File: config.mk
export PLATFORM = sky130hd
export DESIGN_NAME = axil2apb_csb_bridge
export DESIGN_NICKNAME = d
export VERILOG_FILES = /design/src/rtl/axil2apb_pkg.sv /design/src/rtl/axil_req_holder.sv /design/src/rtl/axil2apb_csb_bridge.sv
export SDC_FILE = /design/constraint.sdc
export NUM_CORES = 1
export LEC_CHECK = 0
export BUFFER_PORTS_ARGS = -buffer_cell sky130_fd_sc_hd__buf_2
export CORE_ASPECT_RATIO = 0.6
export CORE_MARGIN = 2
export CORE_UTILIZATION = 43
export DETAILED_ROUTE_END_ITERATION = 8
export PLACE_DENSITY_LB_ADDON = 0.12
export SYNTH_ARGS = -nofsm -noshare
export SYNTH_HDL_FRONTEND = slang
export SYNTH_SLANG_ARGS = --single-unit
File: constraint.sdc
create_clock -name csb_clk -period 2.01 [get_ports csb_clk]
set_input_delay 0.402 -clock csb_clk [delete_from_list [all_inputs] [get_ports csb_clk]]
set_output_delay 0.402 -clock csb_clk [all_outputs]
set_load 0.005 [all_outputs]
File: src/rtl/axil2apb_pkg.sv
// Shared types and constants for the AXI4-Lite to APB3 CSB bridge.
package axil2apb_pkg;

  typedef enum logic [1:0] {
    StIdle,
    StSetup,
    StAccess,
    StResp
  } state_t;

  localparam logic [1:0]  RESP_OKAY     = 2'b00;
  localparam logic [1:0]  RESP_SLVERR   = 2'b10;
  localparam logic [31:0] TIMEOUT_RDATA = 32'hDEADBEEF;

endpackage

File: src/rtl/axil_req_holder.sv
// One-entry request holder for an AXI4-Lite request channel. The output view
// bypasses the incoming beat, so a request can be acted on in its accept cycle.
module axil_req_holder #(
  parameter int unsigned WIDTH = 32
) (
  input  logic             clk,
  input  logic             rstn,
  input  logic             en,
  input  logic             in_valid,
  output logic             in_ready,
  input  logic [WIDTH-1:0] in_data,
  input  logic             clear,
  output logic             avail,
  output logic [WIDTH-1:0] data
);

  logic             full_q;
  logic [WIDTH-1:0] data_q;
  logic             fire;

  // Handshake and the effective (held or in-flight) request view.
  always_comb begin
    in_ready = en && !full_q;
    fire     = in_valid && in_ready;
    avail    = full_q || fire;
    data     = full_q ? data_q : in_data;
  end

  // Holder occupancy: filled on accept, freed by the owner's response handshake.
  always_ff @(posedge clk or negedge rstn) begin
    if (!rstn) begin
      full_q <= 1'b0;
      data_q <= '0;
    end else begin
      if (clear) full_q <= 1'b0;
      if (fire) begin
        full_q <= 1'b1;
        data_q <= in_data;
      end
    end
  end

endmodule

File: src/rtl/axil2apb_csb_bridge.sv
// AXI4-Lite slave to APB3 master bridge for the NVDLA CSB port. One APB
// transfer at a time, read/write alternation on contention, PREADY timeout.
module axil2apb_csb_bridge
  import axil2apb_pkg::*;
#(
  parameter int unsigned ADDR_WIDTH     = 32,
  parameter int unsigned DATA_WIDTH     = 32,
  parameter int unsigned TIMEOUT_CYCLES = 1024
) (
  input  logic                    csb_clk,
  input  logic                    csb_rstn,
  input  logic                    s_axil_awvalid,
  output logic                    s_axil_awready,
  input  logic [ADDR_WIDTH-1:0]   s_axil_awaddr,
  input  logic                    s_axil_wvalid,
  output logic                    s_axil_wready,
  input  logic [DATA_WIDTH-1:0]   s_axil_wdata,
  input  logic [DATA_WIDTH/8-1:0] s_axil_wstrb,
  output logic                    s_axil_bvalid,
  input  logic                    s_axil_bready,
  output logic [1:0]              s_axil_bresp,
  input  logic                    s_axil_arvalid,
  output logic                    s_axil_arready,
  input  logic [ADDR_WIDTH-1:0]   s_axil_araddr,
  output logic                    s_axil_rvalid,
  input  logic                    s_axil_rready,
  output logic [DATA_WIDTH-1:0]   s_axil_rdata,
  output logic [1:0]              s_axil_rresp,
  output logic                    psel,
  output logic                    penable,
  output logic                    pwrite,
  output logic [ADDR_WIDTH-1:0]   paddr,
  output logic [DATA_WIDTH-1:0]   pwdata,
  input  logic [DATA_WIDTH-1:0]   prdata,
  input  logic                    pready,
  input  logic                    pslverr
);

  localparam int unsigned STRB_WIDTH = DATA_WIDTH / 8;
  localparam int unsigned W_WIDTH    = DATA_WIDTH + STRB_WIDTH;
  localparam logic [ADDR_WIDTH-1:0] ADDR_MASK = {{(ADDR_WIDTH-2){1'b1}}, 2'b00};

  state_t state_q, state_d;

  logic                  live_q;       // low until the first clock after reset
  logic                  ptr_wr_q;     // next contest goes to write when set
  logic                  cur_write_q;
  logic                  strb_err_q;
  logic [1:0]            resp_q;
  logic [DATA_WIDTH-1:0] rdata_q;
  logic [ADDR_WIDTH-1:0] paddr_q;
  logic [DATA_WIDTH-1:0] pwdata_q;
  logic                  pwrite_q;
  logic [31:0]           tmo_cnt_q;

  logic                  serving_write;
  logic                  aw_avail, w_avail, ar_avail;
  logic [ADDR_WIDTH-1:0] aw_data, ar_data;
  logic [W_WIDTH-1:0]    w_data;
  logic                  start, start_write, done, abort;
  logic                  clear_wr, clear_rd;

  assign serving_write = (state_q != StIdle) && cur_write_q;
  assign clear_wr      = s_axil_bvalid && s_axil_bready;
  assign clear_rd      = s_axil_rvalid && s_axil_rready;

  axil_req_holder #(.WIDTH(ADDR_WIDTH)) u_aw_holder (
    .clk      (csb_clk),
    .rstn     (csb_rstn),
    .en       (live_q && !serving_write),
    .in_valid (s_axil_awvalid),
    .in_ready (s_axil_awready),
    .in_data  (s_axil_awaddr),
    .clear    (clear_wr),
    .avail    (aw_avail),
    .data     (aw_data)
  );

  axil_req_holder #(.WIDTH(W_WIDTH)) u_w_holder (
    .clk      (csb_clk),
    .rstn     (csb_rstn),
    .en       (live_q && !serving_write),
    .in_valid (s_axil_wvalid),
    .in_ready (s_axil_wready),
    .in_data  ({s_axil_wstrb, s_axil_wdata}),
    .clear    (clear_wr),
    .avail    (w_avail),
    .data     (w_data)
  );

  axil_req_holder #(.WIDTH(ADDR_WIDTH)) u_ar_holder (
    .clk      (csb_clk),
    .rstn     (csb_rstn),
    .en       (live_q && (state_q == StIdle)),
    .in_valid (s_axil_arvalid),
    .in_ready (s_axil_arready),
    .in_data  (s_axil_araddr),
    .clear    (clear_rd),
    .avail    (ar_avail),
    .data     (ar_data)
  );

  // FSM state register.
  always_ff @(posedge csb_clk or negedge csb_rstn) begin
    if (!csb_rstn) state_q <= StIdle;
    else           state_q <= state_d;
  end

  // Arbitration, APB phase control and response valids.
  always_comb begin
    state_d       = state_q;
    psel          = 1'b0;
    penable       = 1'b0;
    s_axil_bvalid = 1'b0;
    s_axil_rvalid = 1'b0;
    start         = 1'b0;
    start_write   = 1'b0;
    done          = 1'b0;
    abort         = 1'b0;
    unique case (state_q)
      StIdle: begin
        if (aw_avail && w_avail && (!ar_avail || ptr_wr_q)) begin
          start       = 1'b1;
          start_write = 1'b1;
          state_d     = StSetup;
        end else if (ar_avail) begin
          start   = 1'b1;
          state_d = StSetup;
        end
      end
      StSetup: begin
        psel    = 1'b1;
        state_d = StAccess;
      end
      StAccess: begin
        psel    = 1'b1;
        penable = 1'b1;
        if (pready) begin
          done    = 1'b1;
          state_d = StResp;
        end else if ((TIMEOUT_CYCLES != 0) && (tmo_cnt_q == 32'(TIMEOUT_CYCLES - 1))) begin
          abort   = 1'b1;
          state_d = StResp;
        end
      end
      StResp: begin
        s_axil_bvalid = cur_write_q;
        s_axil_rvalid = !cur_write_q;
        if (cur_write_q ? s_axil_bready : s_axil_rready) state_d = StIdle;
      end
      default: state_d = StIdle;
    endcase
  end

  // Transfer launch registers, timeout counter and response capture.
  always_ff @(posedge csb_clk or negedge csb_rstn) begin
    if (!csb_rstn) begin
      live_q      <= 1'b0;
      ptr_wr_q    <= 1'b1;
      cur_write_q <= 1'b0;
      strb_err_q  <= 1'b0;
      resp_q      <= RESP_OKAY;
      rdata_q     <= '0;
      paddr_q     <= '0;
      pwdata_q    <= '0;
      pwrite_q    <= 1'b0;
      tmo_cnt_q   <= '0;
    end else begin
      live_q <= 1'b1;
      if (start) begin
        ptr_wr_q    <= !ptr_wr_q;
        cur_write_q <= start_write;
        pwrite_q    <= start_write;
        paddr_q     <= (start_write ? aw_data : ar_data) & ADDR_MASK;
        // NVDLA has no byte enables: partial strobes still write the full word.
        strb_err_q  <= start_write && (w_data[W_WIDTH-1:DATA_WIDTH] != '1);
        if (start_write) pwdata_q <= w_data[DATA_WIDTH-1:0];
      end
      if (state_q == StSetup)       tmo_cnt_q <= '0;
      else if (state_q == StAccess) tmo_cnt_q <= tmo_cnt_q + 32'd1;
      if (done) begin
        resp_q <= (pslverr || strb_err_q) ? RESP_SLVERR : RESP_OKAY;
        if (!cur_write_q) rdata_q <= prdata;
      end else if (abort) begin
        resp_q <= RESP_SLVERR;
        if (!cur_write_q) rdata_q <= TIMEOUT_RDATA;
      end
    end
  end

  assign pwrite       = pwrite_q;
  assign paddr        = paddr_q;
  assign pwdata       = pwdata_q;
  assign s_axil_bresp = resp_q;
  assign s_axil_rresp = resp_q;
  assign s_axil_rdata = rdata_q;

endmodule

==> impl_metrics.csv <==
group,metric,value,unit
setup_path,crit_required,1610,ps
setup_path,path_cells,"inv_2, ha_4, nand2b_4, nand2_4, nor2_4, buf_6",
sta,setup_tns,0,ps
setup_path,crit_type,"register to output pin",
cells_and_area,area_growth,28.8,%
drt,drt-initial-drc-count,499,
placement,dpl.cell_count,1489,
drt,drc,0,
cts,cts_sinks,232,
drt,viasPerCell,5.22,
sta,min_period,2000,ps
drt,first_pass_iters,5,
setup_path,crit_slowest_cell,"dfrtp_1",
grt,overflow,0,
logic_synthesis,ys_ff_latch,232,
cts,htree_levels,1,
grt,grt_pass1_vias,7900,
power,power.density,1580,mW/mm2
drt,wl_per_cell,17.9,um
cts,clkTransAtPathRegs,70,ps
cells_and_area,fin_nets,1361,
die,initial_core_util,44.4,%
die,die_y,124,um
setup_path,cp.arrival,1600,ps
setup_path,startpoint_type,"register",
logic_synthesis,yosysWarnings,0,
logic_synthesis,synthArstFlopShare,100,%
placement,place_hpwl,19000,um
logic_synthesis,avgSynthCellArea,11.0,um2
sta,hold_viol_final,0,
power,p_switching,7.15,mW
power,p_comb_share,40.6,%
sta,finalClockSkew,12.7,ps
placement,place.gp.congestion,0.783,
logic_synthesis,ys_top_cells_by_area,"dfrtp_1 (56%), mux2_2 (7.3%), mux2i_1 (6.2%)",
setup_path,path_delay_family,"flip-flops",
sta,final.period_utilization,99.5,%
grt,grt_use_total,21.5,%
logic_synthesis,ys.flop_type,"dfrtp_1",
cells_and_area,drive_above_1_share,35.7,%
power,ir_drop,0.621,mV
cts,cts_tree,"built",
logic_synthesis,synthCells,943,
cts,clock_latency,510,ps
die,die_w,205,um
power,switching_share,33.8,%
logic_synthesis,yosysSeqAreaShare,55.9,%
sta,rsz0062_at_grt,"true",
die,io-pin-count,249,
grt,grt_first_pass_wirelength,44000,um
die,die_area,0.0255,mm2
drt,drt-total-wl,27700,um
placement,io_buffer_count,240,
power,clkPwrFrac,21.7,%
drt,vias,8083,
setup_path,cpPeakStageDelay,400,ps
cts,cts_root_buf,"clkbuf_16",
die,core_area,0.0234,mm2
logic_synthesis,synth_edf_count,0,
power,power.internal,14.0,mW
cells_and_area,fin_cells,1549,
job,cap_viol_max_count,0,
power,p_leak,6.38,nW
setup_path,cp_max_fo,3,
run_status,status,"completed",
logic_synthesis,synth.distinct_cells,51,
logic_synthesis,synth_top_cell_area_share,55.6,%
logic_synthesis,yosysTopAreaCell,"dfrtp_1",
sta,setup_viol,0,
sta,slew_violations,0,
setup_path,cp.buffers_inverters,2,
setup_path,end_kind,"output pin",
sta,max_freq,0.500,GHz
logic_synthesis,synth_commonest_cells,"dfrtp_1 (231), nand2_1 (115), nor2_1 (92)",
drt,drt.antenna.violating_nets,0,
logic_synthesis,yosysMostFrequentCell,"dfrtp_1",
power,seqPwrFrac,37.7,%
grt,grt_max_degree,72,
die,num_rows,43,
min_path,min_path_type,"input port to register",
cts,cts_buffers,23,
cells_and_area,finish.utilization,57.1,%
logic_synthesis,synth_area,0.0104,mm2
grt,antenna_found_initial,4,
cts,cts_buffer_depth,3,
-- final cells by class --
class	instances	area, um2
antenna	5	12.5
sequential	232	5810
timing repair buffer	310	2010
multi-input combinational	633	4300
clock buffer	32	649
fill	2026	10000
inverter	14	52.6
clock inverter	8	148
tap	315	394
-- state kept, by name, summed over array words and instances (netlist names) --
name / flops
live_q: 1
paddr: 30
ptr_wr_q: 1
pwdata: 32
pwrite: 1
s_axil_bresp: 1
s_axil_rdata: 32
state_q: 2
strb_err_q: 1
tmo_cnt_q: 32
u_ar_holder.data_q: 30
u_ar_holder.full_q: 1
u_aw_holder.data_q: 30
u_aw_holder.full_q: 1
u_w_holder.data_q: 36
u_w_holder.full_q: 1
-- power groups by stage --
stage	combinational (mW)	clock, mW	sequential [mW]
6_report	8.60	4.59	7.98
5_1_grt	9.53	4.92	8.24
4_1_cts	8.34	4.69	7.97
3_5_place_dp	8.11	0	8.00
3_3_place_gp	7.96	0	7.93
2_1_floorplan	5.12	0	7.89
-- logic make-up (layout without fill, tap and decap cells) --
kind of cell,after synthesis,after routing,share of synthesized area [%]
AOI/OAI and AO/OA,188,188,12.1
xor gates and xnor gates,21,21,1.77
adders and majority gates,6,6,0.723
buffers and inverters,81,364,3.72
DFF,232,232,55.9
muxes,132,132,13.5
other,2,10,0.0723
and+or+nand+nor,281,281,12.2
-- cells in the final DEF (no fill, tap or decap), drive strengths merged, types with 18 or more instances in the layout --
cell type,Yosys,final
mux2i,64,64
nor2,92,92
dfrtp,231,231
mux2,68,68
xnor2,18,18
o22a,24,24
a21oi,71,71
o22ai,34,34
nand2,116,116
a2bb2oi,30,30
buf,39,307
clkbuf,28,34
-- final timing paths --
path	from	endpoint	slack [ps]	cells past startpoint
max	state_q[1]	s_axil_awready	10	6
min in group asynchronous	csb_rstn	tmo_cnt_q[18]	350	2
max in group asynchronous	csb_rstn	s_axil_rdata[27]	990	3
min reg2reg	u_ar_holder.data_q[25]	u_ar_holder.data_q[25]	470	2
max reg2reg	tmo_cnt_q[28]	state_q[1]	20	5
min	s_axil_araddr[30]	u_ar_holder.data_q[30]	90	3
-- stage by stage --
stage               cell area, um2  power, mW  hold WS [ps]  setup slack (ps)
floorplan                    10400       13.0           106              51.1
global placement             12300       15.9           293             -43.5
detailed placement           12300       16.1           292             -64.6
CTS                          13200       21.0          75.4             -20.4
global route                 13400       22.7          85.8             -58.6
finish                       13400       21.2          93.7              9.57
-- worst register-to-register path, stage by stage, from the launching register on --
cell and delay, ps:
dfrtp_1 400, nor4_1 370, nand4_1 210, o31ai_4 330, o221a_2 270, mux2_4 300
-- routing by layer --
metal  track usage, %  part of all wire, %
met5                0                    0
met2             30.7                   42
met3             4.66                  6.5
met1             33.4                   50
met4             3.96                  1.4
-- what timing repair did --
item / in CTS / in global routing
endpoints found under the setup margin: 50 / 91
pin swaps: 4 / 7
gates resized for setup: 17 / 14
endpoints found under the hold margin: 27 / 0
hold buffers: 1 / 0
gates cloned: 0 / 2
buffers inserted: 5 / 7
No activity file was read; power rests on OpenSTA's default activity.
